## src/rtl/fifo_uart_tx.sv

```systemverilog
// fifo_uart_tx
//   Drain stage for a synchronous FIFO: pops one word at a time and sends it
//   on a UART TX line, LSB first, one start bit, one stop bit.
//
//   Optional feature macro: FIFO_UART_TX_PARITY_EN
//     undefined : 8N1 frame, DATA goes straight to STOP
//     defined   : 8E1 frame, an even-parity bit sits between data and stop
//
//   Parameters
//     DATA_BITS     width of the FIFO word / frame data field
//     CLKS_PER_BIT  clk cycles per UART bit (>= 2)
//
//   Ports
//     clk         system clock (shared with the FIFO)
//     rst_n       asynchronous active-low reset
//     fifo_empty  FIFO empty flag, only looked at in IDLE
//     fifo_data   FIFO read data, valid the cycle after fifo_rd_en
//     fifo_rd_en  single-cycle read strobe, high only in FETCH
//     tx          serial output, registered, idles high
//     busy        high whenever the FSM is not in IDLE
module fifo_uart_tx #(
    parameter int DATA_BITS    = 8,
    parameter int CLKS_PER_BIT = 434
) (
    input  logic                 clk,
    input  logic                 rst_n,
    input  logic                 fifo_empty,
    input  logic [DATA_BITS-1:0] fifo_data,
    output logic                 fifo_rd_en,
    output logic                 tx,
    output logic                 busy
);

    localparam int BAUD_W = $clog2(CLKS_PER_BIT);
    localparam int BIT_W  = $clog2(DATA_BITS) + 1;
    localparam logic [BAUD_W-1:0] BAUD_MAX = BAUD_W'(CLKS_PER_BIT - 1);
    localparam logic [BIT_W-1:0]  BIT_LAST = BIT_W'(DATA_BITS - 1);

`ifdef FIFO_UART_TX_PARITY_EN
    typedef enum logic [2:0] {
        IDLE, FETCH, LOAD, START, DATA, PARITY, STOP
    } state_t;
`else
    typedef enum logic [2:0] {
        IDLE, FETCH, LOAD, START, DATA, STOP
    } state_t;
`endif

    state_t                state;
    logic [BAUD_W-1:0]     baud_cnt;
    logic [BIT_W-1:0]      bit_cnt;
    logic [DATA_BITS-1:0]  shift;
    logic [DATA_BITS-1:0]  shift_nx;
    logic                  baud_end;
`ifdef FIFO_UART_TX_PARITY_EN
    // Parity is taken from the word at capture time; the shift register is
    // consumed by the time the parity bit goes out.
    logic                  parity;
`endif

    assign baud_end = (baud_cnt == BAUD_MAX);
    assign shift_nx = shift >> 1;
    assign busy     = (state != IDLE);

    // tx is loaded one cycle ahead with the value of the bit that starts on
    // the next cycle, so the line comes straight from a flop.
    always_ff @(posedge clk or negedge rst_n) begin
        if (!rst_n) begin
            state      <= IDLE;
            tx         <= 1'b1;
            fifo_rd_en <= 1'b0;
            baud_cnt   <= '0;
            bit_cnt    <= '0;
            shift      <= '0;
`ifdef FIFO_UART_TX_PARITY_EN
            parity     <= 1'b0;
`endif
        end else begin
            case (state)
                IDLE: begin
                    tx <= 1'b1;
                    if (!fifo_empty) begin
                        state      <= FETCH;
                        fifo_rd_en <= 1'b1;
                    end
                end
                FETCH: begin
                    fifo_rd_en <= 1'b0;
                    state      <= LOAD;
                end
                LOAD: begin
                    // FIFO read data is valid now, one cycle after the strobe.
                    shift    <= fifo_data;
                    bit_cnt  <= '0;
                    baud_cnt <= '0;
`ifdef FIFO_UART_TX_PARITY_EN
                    parity   <= ^fifo_data;
`endif
                    tx       <= 1'b0;
                    state    <= START;
                end
                START: begin
                    if (baud_end) begin
                        baud_cnt <= '0;
                        tx       <= shift[0];
                        state    <= DATA;
                    end else begin
                        baud_cnt <= baud_cnt + 1'b1;
                    end
                end
                DATA: begin
                    if (baud_end) begin
                        baud_cnt <= '0;
                        shift    <= shift_nx;
                        bit_cnt  <= bit_cnt + 1'b1;
                        if (bit_cnt == BIT_LAST) begin
`ifdef FIFO_UART_TX_PARITY_EN
                            tx    <= parity;
                            state <= PARITY;
`else
                            tx    <= 1'b1;
                            state <= STOP;
`endif
                        end else begin
                            tx <= shift_nx[0];
                        end
                    end else begin
                        baud_cnt <= baud_cnt + 1'b1;
                    end
                end
`ifdef FIFO_UART_TX_PARITY_EN
                PARITY: begin
                    if (baud_end) begin
                        baud_cnt <= '0;
                        tx       <= 1'b1;
                        state    <= STOP;
                    end else begin
                        baud_cnt <= baud_cnt + 1'b1;
                    end
                end
`endif
                STOP: begin
                    if (baud_end) begin
                        baud_cnt <= '0;
                        state    <= IDLE;
                    end else begin
                        baud_cnt <= baud_cnt + 1'b1;
                    end
                end
                default: begin
                    tx         <= 1'b1;
                    fifo_rd_en <= 1'b0;
                    state      <= IDLE;
                end
            endcase
        end
    end

endmodule

```

## config.mk

```make
export PLATFORM = sky130hd
export DESIGN_NAME = fifo_uart_tx
export DESIGN_NICKNAME = d
export VERILOG_FILES = /design/src/rtl/fifo_uart_tx.sv
export SDC_FILE = /design/constraint.sdc
export NUM_CORES = 1
export LEC_CHECK = 0
export BUFFER_PORTS_ARGS = -buffer_cell sky130_fd_sc_hd__buf_2
export CAP_MARGIN = 20
export CORE_MARGIN = 2
export CORE_UTILIZATION = 40
export CTS_CLUSTER_DIAMETER = 120
export CTS_CLUSTER_SIZE = 16
export DETAILED_ROUTE_END_ITERATION = 7
export GPL_ROUTABILITY_DRIVEN = 0
export GPL_TIMING_DRIVEN = 0
export PLACE_DENSITY = 0.55
export SKIP_CTS_REPAIR_TIMING = 1
export SLEW_MARGIN = 15
export SYNTH_ARGS = -nofsm -noshare
export SYNTH_HDL_FRONTEND = slang
export SYNTH_SLANG_ARGS = --single-unit
```

## constraint.sdc

```tcl
create_clock -name clk -period 2 [get_ports clk]
set_input_delay 0.3 -clock clk [delete_from_list [all_inputs] [get_ports clk]]
set_output_delay 0.3 -clock clk [all_outputs]
set_load 0.1 [all_outputs]
```

==> metrics.yaml, run 1 <==
status: "finished, final reports clean"
area_delta_synth_final_pct: 13.2
cts_made_buffers: 3
fmax_ghz: 0.522
first_iter_violations: 122
port_buffers: 13
drive_gt1_share_pct: 31.2
path_clk_slew_ns: 0.09
final_util_pct: 47.0
critPathRequiredTime_ns: 2.16
synth_top_area_cell: "dfrtp_1"
synthArstFlopShare_pct: 100
wl_mm: 2.84
synth_nets: 151
worstMarginPinSlew_ns: 0.579
intPower_mw: 0.824
fin_nets: 169
num_rows: 22
synth_flop_cell: "dfrtp_1"
synth_compound_area_share_pct: 14.7
synth-edff-count: 0
dr.pass1.iters: 4
synth_xor_area_share_pct: 1.16
clk_latency_ns: 0.27
avgSynthCellArea_sq_um: 11.0
io_pins: 14
hold_viol_final: 0
synth_common_cells: "dfrtp_1, nand2_1, mux2_2, nor2_1, mux2_4"
ys.warnings.count: 0
ant_nets: 0
seq_power_share_pct: 53.1
n_fill_cell: 352
core_area_sq_um: 3630
fin_tns_setup_ns: 0
grt_usage_pct: 15.3
root_buffer: "clkbuf_8"
slew_headroom_pct: 61.4
swShare_pct: 18.7
slew_viol_final: 0
path_max_fanout: 10
synth.top_cell.area_share_pct: 41.4
synth_top_family_by_area: "simple AND/OR/NAND/NOR gates"
num_vias: 1081
netlist_instances: 137
ys_top_cells_by_area: "dfrtp_1, mux2_4, mux2_2"
synthSimpleGateAreaFrac_pct: 20.1
reg2regPathDepth: 7
antenna_found_initial: 0
finalCritPeriodShare_pct: 95.7
diodes: 0
fin_crit_ns: 1.91
yosys.area_share.adder_pct: 2.49
setup_viol: 0
critPathKind: "reg -> reg"
yosysMostFrequentCell: "dfrtp_1"
switchingPower_mw: 0.190
initial_utilization_pct: 41.6
crit_arrival_ns: 2.08
power_density_nw_per_um2: 593
dieArea_sq_um: 4280
muxShareOfSynthArea_pct: 14.3
tritoncts: "yes"
wl_per_cell_um: 14.1
grt_max_degree: 27
ys_ff_latch: 26
die_h_um: 65.4
rsz0062_at_grt: "no"
overflow: 0
floorplan.die.width_um: 65.4
seq_area_frac_synth_pct: 43.2
clock-sinks: 26
vdd.ir_drop.worst_v: 0.000394
yosys.cell_types.count: 46
htree_levels: 1
drv_cap: 0
clock_path_buffers: 2
p_clk_share_pct: 43.0
power_frac_comb_pct: 3.9
dp_hpwl_mm: 2.06
post_drt_via_cell_ratio: 5.35
drc: 0
leakagePower_nw: 0.800
synth.cell_area_sq_um: 1510
grt_pass1_vias: 1091
hp-class: "in -> async"
end_kind: "flop"
grt_pass1_wl_mm: 5.06
critPathLaunchType: "flop"
skew_ns: 0.00620
[power by group through the flow]
| stage | sequential [mW] | combinational [mW] | clock (mW) |
|---|---|---|---|
| detailed placement | 0.549 | 0.0409 | 0 |
| global route | 0.540 | 0.0447 | 0.468 |
| floorplan | 0.547 | 0.0190 | 0 |
| global placement | 0.548 | 0.0398 | 0 |
| CTS | 0.539 | 0.0409 | 0.448 |
| finish | 0.538 | 0.0393 | 0.436 |
[path summary, 6_finish.rpt]
kind                       slack, ns     endpoint        start
setup / recovery                0.09     shift[6]  baud_cnt[0]
hold reg to reg                 0.49   fifo_rd_en   fifo_rd_en
min in group clk                0.21   fifo_rd_en   fifo_empty
max in group asynchronous       1.60  baud_cnt[1]        rst_n
setup reg to reg                0.09     shift[6]  baud_cnt[0]
hold / removal                  0.01   bit_cnt[3]        rst_n
[kinds of logic (layout without fill, tap and decap cells)]
group                    Yosys count  in the layout
buffers and inverters              9             26
XOR/XNOR                           2              2
adder cells (fa/ha/maj)            3              3
AND/OR/NAND/NOR                   47             47
multiplexers                      17             17
AO/OA/AOI/OAI                     33             33
flip-flops                        26             26
[metrics by stage]
step	hold WS (ns)	cell area, sq um	worst slack (ns)	cells	total power, mW
4_1_cts	0.0351	1710	0.0211	202	1.03
2_1_floorplan	0.00441	1510	0.201	137	0.566
3_3_place_gp	0.336	1640	0.103	198	0.588
3_5_place_dp	0.340	1640	0.0840	198	0.590
5_1_grt	0.0574	1710	0.0203	202	1.05
6_report	0.0138	1710	0.0860	202	1.01
[layer usage]
layer	wire [um]	track usage, %
met5	0	0
met4	23	4.69
met3	94	2.57
met2	1320	25.1
met1	1400	20.6
[registers in the layout (all words and copies together), names as in the netlist]
name,cells
bit_cnt,4
fifo_rd_en,1
baud_cnt,9
state,3
tx,1
shift,8
[final cells by class]
cell class	count	area, sq um	area share [%]
buffer	6	50.0	2.93
clock buffer	3	41.3	2.42
clock inverter	1	30.0	1.76
inverter	3	11.3	0.659
multi-input combinational	102	797	46.6
sequential	26	652	38.1
tap	48	60.1	3.51
timing repair buffer	13	67.6	3.95
[critical path, stage by stage (launching register included)]
cell     delay, ns
dfrtp_1       0.45
ha_1          0.22
and4b_4       0.19
buf_6         0.13
and3_1        0.16
buf_6         0.13
nor2_8        0.20
mux2_4        0.32
[cell usage in the layout (no fill, tap or decap), drive strengths merged, types with 2 or more instances in the layout]
master,n
a211oi,2
a21oi,6
a22o,2
a31oi,5
a41oi,2
and3,2
buf,18
clkbuf,4
dfrtp,25
ha,3
inv,3
mux2,15
mux2i,2
nand2,14
nand2b,3
nand3,5
nand3b,3
nor2,10
nor3,2
o21ai,7
o22ai,2
xnor2,2
Power figures use the tool's default switching activity.
==> inputs of run 2 (changes only) <==
==> constraint.sdc (replaced) <==
create_clock -name clk -period 2 [get_ports clk]
set_input_delay 0.1 -clock clk [delete_from_list [all_inputs] [get_ports clk]]
set_output_delay 0.1 -clock clk [all_outputs]
set_load 0.1 [all_outputs]
==> metrics.yaml, run 2 (synthesis gave the netlist of run 1 again) <==
port_buffers: 13
fmax_ghz: 0.525
num_vias: 1083
reg2reg_to: "shift[6]"
post_drt_via_cell_ratio: 5.33
clk_latency_ns: 0.27
grt_pass1_wl_mm: 5.06
grt_usage_pct: 15.3
finalCritPeriodShare_pct: 95.3
ant_nets: 0
reg2regPathDepth: 7
core_area_sq_um: 3630
wl_met2_mm: 1.33
dieArea_sq_um: 4280
fin_nets: 170
wl_met3_um: 91
worstMarginPinSlew_ns: 0.580
floorplan.die.width_um: 65.4
final_util_pct: 47.2
hold_slack_ns: 0.0105
fin_crit_ns: 1.91
drive_gt1_share_pct: 31.0
dr.pass1.iters: 4
tritoncts: "yes"
crit_arrival_ns: 2.07
hp-start: "fifo_empty"
finalWorstSetupSlack_ns: 0.0938
dpl-instance-area_sq_um: 1640
instances_no_fill: 203
pre_cts_ws_ns: 0.0840
drv_cap: 0
vdd.ir_drop.worst_v: 0.000394
largest_reg_flops: 9
mostFrequentLayoutCell: "dfrtp_1"
wl_per_cell_um: 14.0
setup_viol: 0
root_buffer: "clkbuf_8"
grt_pass1_vias: 1091
stdcell_area_sq_um: 1720
highest_layer: "met4"
top_register: "baud_cnt"
power_density_nw_per_um2: 591
end_kind: "flop"
mostFrequentLayoutCells: "dfrtp_1, buf_2, nand2_1"
hold_viol_final: 0
slew_headroom_pct: 61.3
cts_made_buffers: 3
num_rows: 22
path_max_fanout: 10
status: "finished, final reports clean"
initial_utilization_pct: 41.6
overflow: 0
r2r_start: "baud_cnt[0]"
dp_cells: 198
antenna_found_initial: 0
fin_tns_setup_ns: 0
critPathRequiredTime_ns: 2.16
wl_mm: 2.84
holdPathEnd: "fifo_rd_en"
rsz0062_at_grt: "no"
io_pins: 14
critPathLaunchType: "flop"
leakagePower_nw: 0.803
path_clk_slew_ns: 0.09
rrSetupSlack_ns: 0.09
die_h_um: 65.4
wl_met1_mm: 1.40
grt_max_degree: 27
htree_levels: 1
skew_ns: 0.00610
clock-sinks: 26
crit_start: "baud_cnt[0]"
diodes: 0
p_total_mw: 1.02
first_iter_violations: 92
drc: 0
hp-class: "in -> reg"
area_delta_synth_final_pct: 13.7
top_regs: "baud_cnt x9, shift x8, bit_cnt x4"
hold_depth: 2
critPathKind: "reg -> reg"
slew_viol_final: 0
dp_hpwl_mm: 2.06
clock_path_buffers: 2
## run 2: cell types whose count changed in the layout (fill, tap and decap cells not counted)
cell           before  now
buf_2              13   14
buf_4               3    2
dlygate4sd3_1       0    1
## run 2: power by group
group / switching, mW / leakage, nW / internal [mW] / total, mW
Combinational: 0.0167 / 0.460 / 0.0241 / 0.0408
Sequential: 0.00478 / 0.307 / 0.534 / 0.538
Clock: 0.169 / 0.0357 / 0.268 / 0.436
## run 2: cell type report
cell class / count / area (sq um)
buffer: 6 / 50.0
clock buffer: 3 / 41.3
clock inverter: 1 / 30.0
fill: 351 / 1920
inverter: 3 / 11.3
multi-input combinational: 102 / 797
sequential: 26 / 652
tap: 48 / 60.1
timing repair buffer: 14 / 75.1
## run 2: worst max path at each step
stage	to	slack [ns]	cells past startpoint
after floorplan	shift[0]	0.20	7
after global placement	shift[5]	0.10	7
after detailed placement	shift[6]	0.08	7
after CTS	shift[3]	0.08	7
after global routing	shift[6]	0.02	7
final	shift[6]	0.09	7
## run 2: layer usage
metal	vias up	global-route usage (%)
li1	542	-
met1	525	20.6
met2	14	25.1
met3	2	2.57
met4	0	4.69
met5	-	0
## run 2: critical path, cell delays in order, from the launching register on
cell and delay [ns]:
dfrtp_1 0.45, ha_1 0.22, and4b_4 0.19, buf_6 0.13
and3_1 0.16, buf_6 0.13, nor2_8 0.20, mux2_4 0.32
